### src/rtl/demux_pkg.sv
// demux_pkg: shared lane-count constants, lane index type and round-robin step
package demux_pkg;
  localparam int NUM_LANES = 4;
  localparam int SEL_W = 2;
  typedef logic [SEL_W-1:0] lane_idx_t;
  function automatic lane_idx_t next_lane(lane_idx_t l);
    return l + lane_idx_t'(1);
  endfunction
endpackage

### src/rtl/demux_lane_slot.sv
// demux_lane_slot: one-entry holding register for a single output lane
module demux_lane_slot #(
  parameter int DATA_W = 8
) (
  input  logic              clk,
  input  logic              rst_n,
  input  logic              wr_en,
  input  logic [DATA_W-1:0] wr_data,
  input  logic              rd_ready,
  output logic              rd_valid,
  output logic [DATA_W-1:0] rd_data,
  output logic              can_write
);
  assign can_write = !rd_valid || rd_ready;
  always_ff @(posedge clk or negedge rst_n)
    if (!rst_n) begin
      rd_valid <= 1'b0;
      rd_data  <= '0;
    end else if (wr_en) begin
      rd_valid <= 1'b1;
      rd_data  <= wr_data;
    end else if (rd_ready) begin
      rd_valid <= 1'b0;
    end
endmodule

### src/rtl/demux_1to4_stream.sv
// demux_1to4_stream: registered 1-to-4 stream demux with select or round-robin routing
module demux_1to4_stream
  import demux_pkg::*;
#(
  parameter int DATA_W = 8,
  parameter int CNT_W  = 16
) (
  input  logic                          clk,
  input  logic                          rst_n,
  input  logic [DATA_W-1:0]             in_data,
  input  logic                          in_valid,
  output logic                          in_ready,
  input  logic [SEL_W-1:0]              sel,
  input  logic                          auto_mode,
  output logic [NUM_LANES*DATA_W-1:0]   out_data,
  output logic [NUM_LANES-1:0]          out_valid,
  input  logic [NUM_LANES-1:0]          out_ready,
  output logic [SEL_W-1:0]              rr_ptr,
  output logic [CNT_W-1:0]              beat_cnt
);
  lane_idx_t tgt;
  logic [NUM_LANES-1:0] can_write;
  logic acc;
  assign tgt = auto_mode ? rr_ptr : sel;
  assign in_ready = can_write[tgt];
  assign acc = in_valid && in_ready;
  for (genvar k = 0; k < NUM_LANES; k++) begin : g_lane
    demux_lane_slot #(.DATA_W(DATA_W)) u_slot (
      .clk       (clk),
      .rst_n     (rst_n),
      .wr_en     (acc && tgt == lane_idx_t'(k)),
      .wr_data   (in_data),
      .rd_ready  (out_ready[k]),
      .rd_valid  (out_valid[k]),
      .rd_data   (out_data[k*DATA_W +: DATA_W]),
      .can_write (can_write[k])
    );
  end
  always_ff @(posedge clk or negedge rst_n)
    if (!rst_n) begin
      rr_ptr   <= '0;
      beat_cnt <= '0;
    end else if (acc) begin
      rr_ptr   <= auto_mode ? next_lane(rr_ptr) : rr_ptr;
      beat_cnt <= beat_cnt + CNT_W'(1);
    end
endmodule
### config.mk
export PLATFORM = sky130hd
export DESIGN_NAME = demux_1to4_stream
export DESIGN_NICKNAME = d
export VERILOG_FILES = /design/src/rtl/demux_pkg.sv /design/src/rtl/demux_lane_slot.sv /design/src/rtl/demux_1to4_stream.sv
export SDC_FILE = /design/constraint.sdc
export NUM_CORES = 1
export LEC_CHECK = 0
export ABC_CLOCK_PERIOD_IN_PS = 2200
export CAP_MARGIN = 20
export CORE_AREA = 2 2 71 80
export DETAILED_ROUTE_END_ITERATION = 16
export DIE_AREA = 0 0 73 82
export PLACE_DENSITY = 0.77
export SLEW_MARGIN = 25
export SYNTH_ARGS = -nofsm -noshare
export SYNTH_HDL_FRONTEND = slang
export SYNTH_SLANG_ARGS = --single-unit
export TNS_END_PERCENT = 5
### constraint.sdc
create_clock -name clk -period 2.2 [get_ports clk]
set_input_delay 0.22 -clock clk [delete_from_list [all_inputs] [get_ports clk]]
set_output_delay 0.22 -clock clk [all_outputs]
set_load 0.02 [all_outputs]
==> run metrics <==
net count reported at finish 275; count of unique library cells instantiated by Yosys 25; kind of critical path in2out; buffer levels on the longest clock path 2; mean number of vias per cell between 5 and 6; overall routed net length between 4000 and 5000 µm; slew margin rel. 0.5549; combined area of all synthesized cells around 0.0023 mm²; number of buffers and inverters on the critical path 2; sequential share of the synthesized area 0.5873; clock insertion delay at the later pin of the skew report 0.30 ns; share of cells above drive strength 1 0.2296; number of global-route vias before repair 1,639; global route total overflow 0; period utilization 0.9395; H-Tree Depth 2; Final WS setup 0.1330 ns; mean instance size in the synthesized netlist 13.70 µm²; clock transition at the register clock pins on the worst setup and hold paths after CTS 0.09 ns; capturing element type of the critical path output pin; total power per unit cell area ~1400 mW/mm²; Area Overhead vs Synth 42.25%; CTS tree done; max frequency between 0.4 and 0.5 GHz; Core Box Area 0.005220 mm²; Critical Path Source auto_mode; leading area contributor after synthesis dfrtp_1; Die X approximately 73 µm; Fin Hold WS 0.03507 ns; Fin Clk Skew approximately 0.0046 ns; count of nets left with antenna violations after detail routing 0; outcome completed; number of buffer cells added on primary ports just over 70; worst r2r dst beat_cnt[13]; worst path arrival time 1.85 ns; HPWL Detailed 3510 µm; top area cells in the synthesized netlist dfrtp_1 59%, mux2_2 16%, xnor2_1 3.8%; CTS sink cnt 54; detailed-route DRC error count 0; area of the die 0.005986 mm²; routability-driven placement congestion ratio 0.7999; Post-Layout Inst Area 0.003273 mm²; Final setup viols 0; Final Hold Fails 0; pre-CTS worst setup slack -0.1375 ns; CP cell instances clkdlybuf4s50_1 -> mux2i_4 -> mux2i_1 -> mux2i_1 -> dlygate4sd2_1; number of iterations in the first detailed-routing pass 4; maximum number of pins on one net before global-route repair between 50 and 60; antenna violations before repair 0; synthesized instance count 168; Max IR drop VDD about 770 µV; synth warn 0; number of placed I/O pins 73; net count after synthesis 187; leakage dissipation 1.378 nW; total track usage 0.1703; CP peak stage delay 0.58 ns; Clock Tree Root clkbuf_8; data required time of the worst path a little under 2 ns; Placement Rows 28; antenna diode count 0; number of clock buffers inserted by TritonCTS 5; Final Max Tran Viols 0; starting density of the core 0.4408; family with the most delay on the worst path buffers and inverters; setup slack on the worst flop-to-flop path around 0.34 ns; worst reg2reg path depth 6; Initial DRC Count 24; Routed WL per cell 14.99 µm; total power consumption of the routed design 4.580 mW; worst reg2reg startpoint rr_ptr[0]; Die Y 82 µm; critical path startpoint category input port; hold_buf cts 0; Worst-Margin Slew 0.6676 ns; max-cap viol count 0; Yosys top cell area share 0.5873; wire length of the first global-routing pass 7831 µm; CP max stage cell clkdlybuf4s50_1; Placed Instance Area approximately 0.0032 mm²; detailed-route via count 1,586; maximum fanout count along the critical path 4; RSZ-0062 raised after global routing false; Seq cells post-synth 54; Top cell by count, worst path mux2i_1; Hold/Removal Path Class in2async; final critical path time including I/O delays and setup 2.067 ns
## worst max path at each step
stage                                        to  slack [ns]  cells past startpoint
floorplan           g_lane[1].u_slot.rd_data[0]        0.34                      5
global placement                   beat_cnt[13]       -0.08                      7
detailed placement                 beat_cnt[13]       -0.14                      7
CTS                                    in_ready        0.12                      5
global route                           in_ready        0.01                      5
finish                                 in_ready        0.13                      5
## layout by cell type, fill, tap and decap left out, types with 2 or more instances in the layout
| cell type | count |
|---|---|
| xor2_1 | 7 |
| clkdlybuf4s50_1 | 70 |
| nor2_1 | 2 |
| nand2_1 | 12 |
| mux2_2 | 33 |
| nand4_1 | 7 |
| inv_1 | 4 |
| clkbuf_8 | 5 |
| mux2i_1 | 4 |
| xnor2_1 | 10 |
| a211oi_1 | 6 |
| dfrtp_1 | 54 |
| buf_4 | 15 |
| nand3_1 | 6 |
| nand2b_1 | 6 |
## synth_stat cells
| cell | n |
|---|---|
| mux2_2 | 33 |
| mux2i_4 | 1 |
| buf_2 | 2 |
| o32ai_2 | 1 |
| and2_1 | 1 |
| o22ai_1 | 1 |
| ha_1 | 1 |
| xnor2_1 | 10 |
| or2_1 | 1 |
| nand4_1 | 7 |
| dfrtp_1 | 54 |
| a2111oi_4 | 1 |
| nand3b_1 | 1 |
| nor2b_1 | 1 |
| nand2b_1 | 6 |
| inv_1 | 4 |
| nor2_1 | 2 |
| xor2_1 | 7 |
| a211oi_1 | 6 |
| nand2_1 | 12 |
| nand3_1 | 6 |
| or3b_1 | 1 |
| nor3_1 | 1 |
| mux2i_1 | 4 |
| buf_4 | 4 |
## per-layer routing
metal	global-route usage	wire length [µm]
met1	0.2114	2040
met2	0.2712	2210
met3	0.07853	486
met4	0.03889	13
met5	0	0
## worst reg2reg max path, stage by stage (launching register included)
cell	delay, ns
dfrtp_1	0.45
mux2i_4	0.22
mux2i_1	0.13
buf_4	0.16
or2_1	0.34
a2111oi_4	0.34
xor2_1	0.16
## area by class of cell
type / instances / area, µm²
clock buffers: 6 / 72.57
clock inverters: 2 / 37.54
fillers: 417 / 1947
inverters: 4 / 15.01
multi-input cells: 104 / 894.6
flip-flops and latches: 54 / 1351
well taps: 60 / 75.07
repair buffers: 87 / 827.0
## sequential cells by signal, indices dropped and copies added, names as in the netlist
signal / cells
g_lane.u_slot.rd_data: 32
beat_cnt: 16
g_lane.u_slot.rd_valid: 4
rr_ptr: 2
## power by group
part	total (mW)	switching, mW	internal (mW)
sequential	1.68	0.273	1.41
combinational	2.25	1.07	1.18
clock	0.652	0.312	0.340
## through the flow
stage               utilization  std cells  setup TNS (ns)
floorplan                     -        168               0
global placement         0.6062        309         -0.3683
CTS                      0.6270        317               0
global route             0.6270        317               0
detailed placement       0.6062        309          -1.044
finish                   0.6270        317               0
## what timing repair did
item,CTS,global route
resized for setup,1,0
buffers inserted,0,0
endpoints found under the setup margin,1,0
endpoints found under the hold margin,0,0
## logic make-up (layout without fill, tap and decap cells)
kind of cell,after synthesis,in the layout,synth area share
DFF,54,54,0.5873
and+or+nand+nor,39,39,0.08864
muxes,38,38,0.1887
xor gates and xnor gates,17,17,0.06471
buffers and inverters,10,99,0.02392
AOI/OAI and AO/OA,9,9,0.04133
adders and majority gates,1,1,0.005437
No activity file was read; power rests on OpenSTA's default activity.
